**config.mk**
```make
export PLATFORM = sky130hd
export DESIGN_NAME = vga_capture
export DESIGN_NICKNAME = d
export VERILOG_FILES = /design/src/rtl/vga_capture.sv
export SDC_FILE = /design/constraint.sdc
export NUM_CORES = 1
export LEC_CHECK = 0
export BUFFER_PORTS_ARGS = -buffer_cell sky130_fd_sc_hd__buf_2
export CELL_PAD_IN_SITES_DETAIL_PLACEMENT = 1
export CELL_PAD_IN_SITES_GLOBAL_PLACEMENT = 2
export CORE_UTILIZATION = 41
export DETAILED_ROUTE_END_ITERATION = 7
export HOLD_SLACK_MARGIN = 0.12
export MAX_ROUTING_LAYER = met4
export PLACE_DENSITY_LB_ADDON = 0.1
export SLEW_MARGIN = 20
export SYNTH_ARGS = -nofsm -noshare
export SYNTH_HDL_FRONTEND = slang
export SYNTH_SLANG_ARGS = --single-unit
```
**constraint.sdc**
```tcl
create_clock -name in_clock -period 5.6 [get_ports in_clock]
set_input_delay 1.12 -clock in_clock [delete_from_list [all_inputs] [get_ports in_clock]]
set_output_delay 1.12 -clock in_clock [all_outputs]
set_load 0.05 [all_outputs]
```
**src/rtl/vga_capture.sv**
```systemverilog
// VGA 640x480 receive front end: sync edge tracking, pixel coordinates, timing lock FSM.
// Optional running pixel checksum is enabled with the VGA_CAPTURE_CHECKSUM_EN macro.
module vga_capture #(
    parameter int unsigned H_ACTIVE    = 640,
    parameter int unsigned H_SYNC      = 96,
    parameter int unsigned H_BP        = 48,
    parameter int unsigned H_TOTAL     = 800,
    parameter int unsigned V_ACTIVE    = 480,
    parameter int unsigned V_SYNC      = 2,
    parameter int unsigned V_BP        = 33,
    parameter int unsigned V_TOTAL     = 525,
    parameter int unsigned LOCK_FRAMES = 2
) (
    input  logic        in_clock,
    input  logic        in_reset,
    input  logic        in_pixel_stb,
    input  logic        in_Hsync,
    input  logic        in_Vsync,
    input  logic [3:0]  in_r,
    input  logic [3:0]  in_g,
    input  logic [3:0]  in_b,
    output logic [9:0]  out_x,
    output logic [8:0]  out_y,
    output logic [3:0]  out_r,
    output logic [3:0]  out_g,
    output logic [3:0]  out_b,
    output logic        out_pixel_valid,
    output logic        out_frame_start,
    output logic        out_locked,
    output logic        out_err
`ifdef VGA_CAPTURE_CHECKSUM_EN
    ,
    output logic [15:0] out_checksum
`endif
);

    localparam logic [9:0]  H_START  = 10'(H_SYNC + H_BP);
    localparam logic [9:0]  H_END    = 10'(H_SYNC + H_BP + H_ACTIVE - 1);
    localparam logic [9:0]  V_START  = 10'(V_SYNC + V_BP);
    localparam logic [9:0]  V_END    = 10'(V_SYNC + V_BP + V_ACTIVE - 1);
    localparam logic [10:0] H_LEN    = 11'(H_TOTAL);
    localparam logic [10:0] V_LEN    = 11'(V_TOTAL);
    localparam logic [9:0]  HCNT_MAX = 10'd1023;
    localparam logic [3:0]  LOCK_CNT = 4'(LOCK_FRAMES);

    typedef enum logic [1:0] {
        ST_SEARCH  = 2'd0,
        ST_MEASURE = 2'd1,
        ST_LOCKED  = 2'd2
    } state_t;

    state_t      state_q, state_d;
    logic        hsync_q, hsync_d, vsync_q, vsync_d;
    logic [9:0]  hcnt_q, hcnt_d, vcnt_q, vcnt_d;
    logic [3:0]  good_q, good_d;
    logic        skip_q, skip_d;
    logic [9:0]  x_q, x_d;
    logic [8:0]  y_q, y_d;
    logic [3:0]  r_q, r_d, g_q, g_d, b_q, b_d;
    logic        valid_q, valid_d, fs_q, fs_d, locked_q, locked_d, err_q, err_d;

    logic        h_edge_s, v_edge_s, active_s, line_bad_s, frame_bad_s, bad_s, lost_s;
    logic [10:0] line_len_s, frame_len_s;
    logic [9:0]  y_full_s;

    // Sync edge detection, coordinate counters and length checks.
    always_comb begin
        h_edge_s = in_pixel_stb & hsync_q & ~in_Hsync;
        v_edge_s = in_pixel_stb & vsync_q & ~in_Vsync;
        hsync_d  = in_pixel_stb ? in_Hsync : hsync_q;
        vsync_d  = in_pixel_stb ? in_Vsync : vsync_q;

        if (!in_pixel_stb) begin
            hcnt_d = hcnt_q;
        end else if (h_edge_s) begin
            hcnt_d = 10'd0;
        end else if (hcnt_q != HCNT_MAX) begin
            hcnt_d = hcnt_q + 10'd1;
        end else begin
            hcnt_d = hcnt_q;
        end

        if (v_edge_s) begin
            vcnt_d = 10'd0;
        end else if (h_edge_s) begin
            vcnt_d = vcnt_q + 10'd1;
        end else begin
            vcnt_d = vcnt_q;
        end

        line_len_s  = {1'b0, hcnt_q} + 11'd1;
        // Vsync falls at the start of a line, so that strobe's Hsync edge closes the last line.
        frame_len_s = {1'b0, vcnt_q} + {10'd0, h_edge_s};
        line_bad_s  = h_edge_s & ~skip_q & (line_len_s != H_LEN);
        frame_bad_s = v_edge_s & (frame_len_s != V_LEN);
        bad_s       = line_bad_s | frame_bad_s;
        lost_s      = in_pixel_stb & (hcnt_d == HCNT_MAX);

        active_s = in_pixel_stb & (hcnt_d >= H_START) & (hcnt_d <= H_END)
                 & (vcnt_d >= V_START) & (vcnt_d <= V_END);
        y_full_s = vcnt_d - V_START;
    end

    // Lock FSM next state and registered output values.
    always_comb begin
        state_d = state_q;
        good_d  = good_q;
        skip_d  = skip_q;
        err_d   = 1'b0;
        case (state_q)
            ST_SEARCH: begin
                skip_d = 1'b1;
                if (v_edge_s) begin
                    state_d = ST_MEASURE;
                    good_d  = 4'd0;
                end else begin
                    state_d = ST_SEARCH;
                end
            end
            ST_MEASURE: begin
                skip_d = h_edge_s ? 1'b0 : skip_q;
                if (bad_s) begin
                    err_d   = 1'b1;
                    state_d = ST_SEARCH;
                end else if (v_edge_s) begin
                    good_d  = good_q + 4'd1;
                    state_d = ((good_q + 4'd1) >= LOCK_CNT) ? ST_LOCKED : ST_MEASURE;
                end else begin
                    state_d = ST_MEASURE;
                end
            end
            ST_LOCKED: begin
                skip_d = h_edge_s ? 1'b0 : skip_q;
                if (bad_s | lost_s) begin
                    err_d   = 1'b1;
                    state_d = ST_SEARCH;
                end else begin
                    state_d = ST_LOCKED;
                end
            end
            default: begin
                state_d = ST_SEARCH;
            end
        endcase

        locked_d = (state_d == ST_LOCKED);
        valid_d  = active_s & locked_d;
        fs_d     = v_edge_s;
        if (active_s) begin
            x_d = hcnt_d - H_START;
            y_d = y_full_s[8:0];
            r_d = in_r;
            g_d = in_g;
            b_d = in_b;
        end else begin
            x_d = x_q;
            y_d = y_q;
            r_d = r_q;
            g_d = g_q;
            b_d = b_q;
        end
    end

    // State, counters and output registers.
    always_ff @(posedge in_clock or negedge in_reset) begin
        if (!in_reset) begin
            state_q  <= ST_SEARCH;
            hsync_q  <= 1'b1;
            vsync_q  <= 1'b1;
            hcnt_q   <= 10'd0;
            vcnt_q   <= 10'd0;
            good_q   <= 4'd0;
            skip_q   <= 1'b1;
            x_q      <= 10'd0;
            y_q      <= 9'd0;
            r_q      <= 4'd0;
            g_q      <= 4'd0;
            b_q      <= 4'd0;
            valid_q  <= 1'b0;
            fs_q     <= 1'b0;
            locked_q <= 1'b0;
            err_q    <= 1'b0;
        end else begin
            state_q  <= state_d;
            hsync_q  <= hsync_d;
            vsync_q  <= vsync_d;
            hcnt_q   <= hcnt_d;
            vcnt_q   <= vcnt_d;
            good_q   <= good_d;
            skip_q   <= skip_d;
            x_q      <= x_d;
            y_q      <= y_d;
            r_q      <= r_d;
            g_q      <= g_d;
            b_q      <= b_d;
            valid_q  <= valid_d;
            fs_q     <= fs_d;
            locked_q <= locked_d;
            err_q    <= err_d;
        end
    end

    assign out_x           = x_q;
    assign out_y           = y_q;
    assign out_r           = r_q;
    assign out_g           = g_q;
    assign out_b           = b_q;
    assign out_pixel_valid = valid_q;
    assign out_frame_start = fs_q;
    assign out_locked      = locked_q;
    assign out_err         = err_q;

`ifdef VGA_CAPTURE_CHECKSUM_EN
    logic [15:0] acc_q, acc_d, ck_q, ck_d;
    logic [15:0] pix_s;

    // Accumulator only runs while locked so a relock never carries a partial frame.
    always_comb begin
        pix_s = valid_d ? {4'd0, in_r, in_g, in_b} : 16'd0;
        if (state_d != ST_LOCKED) begin
            acc_d = 16'd0;
            ck_d  = ck_q;
        end else if (v_edge_s && (state_q == ST_LOCKED)) begin
            acc_d = pix_s;
            ck_d  = acc_q;
        end else begin
            acc_d = acc_q + pix_s;
            ck_d  = ck_q;
        end
    end

    // Checksum registers.
    always_ff @(posedge in_clock or negedge in_reset) begin
        if (!in_reset) begin
            acc_q <= 16'd0;
            ck_q  <= 16'd0;
        end else begin
            acc_q <= acc_d;
            ck_q  <= ck_d;
        end
    end

    assign out_checksum = ck_q;
`endif

endmodule

```
==> qor.csv <==
metric,value,unit
XOR/XNOR share of the synthesized area,3.897,%
Post-Synth Simple-Gate Area,16.76,%
number of synthesized flops with an enable pin,0,
clock slew at reported path FFs,0.08,ns
Initial Utilization,42.96,%
Cell variety after synth,74,
Hold Buf Count CTS,0,
fin util,48.27,%
Max Freq,237.7,MHz
area grow syn2layout,12.34,%
most frequent CP cell,ha_1,
syn_area_per_cell,10.48,sq um
largest net degree at the start of global routing,65,
setup bufs post-CTS,0,
H-tree depth,3,
relative slew slack,44.39,%
"Max FO, Critical Path",26,
combinational family with the most area after synthesis,simple AND/OR/NAND/NOR gates,
drt wl/cell,17.81,um
All-Layer GR Usage,22.10,%
"Slowest-stage cell, CP",nor3_4,
crit path kind,primary input to register,
Syn. warnings,0,
Hold Crit Class,register to register,
final setup fails,0,
Post-DP Area,4365,sq um
ANT cells,0,
Die X,101.3,um
Final Cell Area,4544,sq um
Synth Instances,386,
area of the die,10270,sq um
Post-Synth Adder-Cell Area,4.640,%
Antenna Nets Post-Route,0,
vias per inst,5.519,
R2R setup slack,1.70,ns
Die H,101.3,um
core outline area,9415,sq um
CP Buf/Inv Count,4,
post-synthesis net count,418,
Worst Path Arrival,4.44,ns
ys flop type,dfrtp_1,
Crit path largest cell delay,0.51,ns
share of cells above drive strength 1,28.70,%
vias,3096,
First DRT Iteration DRCs,125,
max_cap viols,0,
Final TNS setup,0,ns
Final Cycle Share,75.11,%
Clock Sinks,64,
PortBufs,51,
vias in the first global route,3198,
minimum clock period,4.206,ns
Synth Register Bits,64,
Routed WL,9993,um
Final #Nets,459,
Core Rows,35,
Worst-Margin Slew,0.8341,ns
Setup crit end kind,register,
clk_skew,0.01052,ns
DP Wirelength,7057,um
startpoint types,primary input,
iteration count of the initial detailed-routing pass,4,
first-pass GRT wire length,16800,um
"Data required, critical path",5.83,ns
pwr/cell area,286.7,nW/um^2
Root Driver,clkbuf_8,
worst path cell trace,"buf_2, nand3b_4, clkinv_2, ha_1, nand2_1, inv_1, ha_1, a2111oi_4, o32ai_2, a32oi_1, nor3_4, buf_12, mux2_1",
RSZ-0062 raised after global routing,false,
mapped cell area,4045,sq um
GRT Residual Overflow,0,
residual DRC count,0,
leakage,2.101,nW
Post-synth ARST share,100.0,%
Num CTS Buffers,9,
final RePlAce weighted congestion,0.8425,
post-synthesis compound-gate area fraction,16.58,%
clk_lat worst skew,0.35,ns
CTS resizes,0,
Slew Limit Fails,0,
io pins,52,
portion of netlist area occupied by mux cells,13.49,%
Max Buffers Root-to-Sink,2,
worst vdd ir,0.1430,mV
sequential share of the synthesized area,39.68,%
family with the most delay on the worst path,simple AND/OR/NAND/NOR gates,
Final Hold Viols,0,
initial antenna violation count,0,
status,"complete, no violations",
CTS tree,built,
==> power breakdown <==
group / switching [W] / internal (W)
sequential: 0.0000929 / 0.000508
combinational: 0.000192 / 0.000138
clock: 0.000208 / 0.000164
total: 0.000493 / 0.000810
==> sequential cells by signal (all words and copies together) (netlist names), 4 cells and up <==
signal and flops:
good_q 4, out_r 4, hcnt_q 10, out_g 4
out_y 9, vcnt_q 10, out_x 10, out_b 4
==> through the flow <==
step / power, W / setup WS (ns) / std cells / hold slack (ns)
2_1_floorplan: 0.0008335 / 1.924 / 386 / 0.4713
3_3_place_gp: 0.0009310 / 1.128 / 545 / 0.4705
3_5_place_dp: 0.0009389 / 1.002 / 545 / 0.4759
4_1_cts: 0.001323 / 1.363 / 561 / 0.4983
5_1_grt: 0.001385 / 1.154 / 561 / 0.5244
6_report: 0.001303 / 1.394 / 561 / 0.4934
==> final cells by class <==
class / count / area, sq um
clock buffer: 9 / 123.9
clock inverter: 7 / 55.05
fill: 1058 / 4871
inverter: 18 / 68.82
multi-input combinational: 280 / 2240
sequential: 64 / 1605
tap: 129 / 161.4
timing repair buffer: 54 / 290.3
==> Yosys cell counts, types with 3 or more instances <==
library cell	instances	area, sq um
dfrtp_1	61	1526
nand2_1	30	112.6
nor2_1	28	105.1
mux2_4	26	390.4
o21ai_0	16	80.08
buf_2	15	75.07
ha_1	15	187.7
inv_1	15	56.30
xnor2_1	13	113.9
a21oi_1	11	55.05
mux2i_1	11	110.1
nor3_1	11	55.05
nand3_1	10	50.05
a31oi_1	7	43.79
o21a_1	7	52.55
nand4_1	6	37.54
and4_1	5	43.79
clkbuf_1	5	18.77
xor2_1	5	43.79
and3_1	4	25.02
o211ai_1	4	30.03
and2_1	3	18.77
buf_6	3	33.78
dfstp_2	3	78.83
nand2b_1	3	18.77
nand3b_1	3	22.52
o211a_1	3	30.03
o31ai_1	3	22.52
==> path summary, 6_finish.rpt <==
path                                   to  depth (start not counted)         start
worst min register to register   out_r[1]                          1      out_r[1]
worst max-delay path             out_r[0]                         13  in_pixel_stb
worst min-delay path             out_r[1]                          1      out_r[1]
max in group asynchronous       hcnt_q[5]                          2      in_reset
worst max register to register   out_r[0]                         12     hcnt_q[0]
min in group asynchronous        out_x[2]                          2      in_reset
==> cell families (layout without fill, tap and decap cells) <==
group	Yosys count	in the layout
buffers and inverters	42	88
DFF	64	64
AOI/OAI and AO/OA	84	84
xor gates and xnor gates	18	18
adders and majority gates	15	15
and+or+nand+nor	122	122
muxes	41	41
==> metal layers <==
layer / GRT usage [%] / up-vias / wire, um
met5: - / - / 0
met4: 6.689 / 0 / 126
met3: 3.589 / 12 / 285
met2: 32.86 / 61 / 4438
met1: 30.86 / 1538 / 5142
li1: - / 1485 / -
==> cell usage in the layout (no fill, tap or decap), types with 7 or more instances in the layout <==
cell type	instances
a21oi_1	11
a31oi_1	7
buf_2	51
clkbuf_8	9
dfrtp_1	61
ha_1	15
inv_1	15
mux2_4	26
mux2i_1	11
nand2_1	30
nand3_1	10
nor2_1	28
nor3_1	11
o21a_1	7
o21ai_0	16
xnor2_1	13
==> worst register-to-register path, delay by kind of cell (launching register included) <==
family	cells	cell delay, ns
multiplexers	1	0.35
AND/OR/NAND/NOR	4	1.48
adder cells (fa/ha/maj)	2	0.53
AO/OA/AOI/OAI	4	0.61
buffers and inverters	1	0.31
flip-flops	1	0.52
No activity file was read; power rests on OpenSTA's default activity.
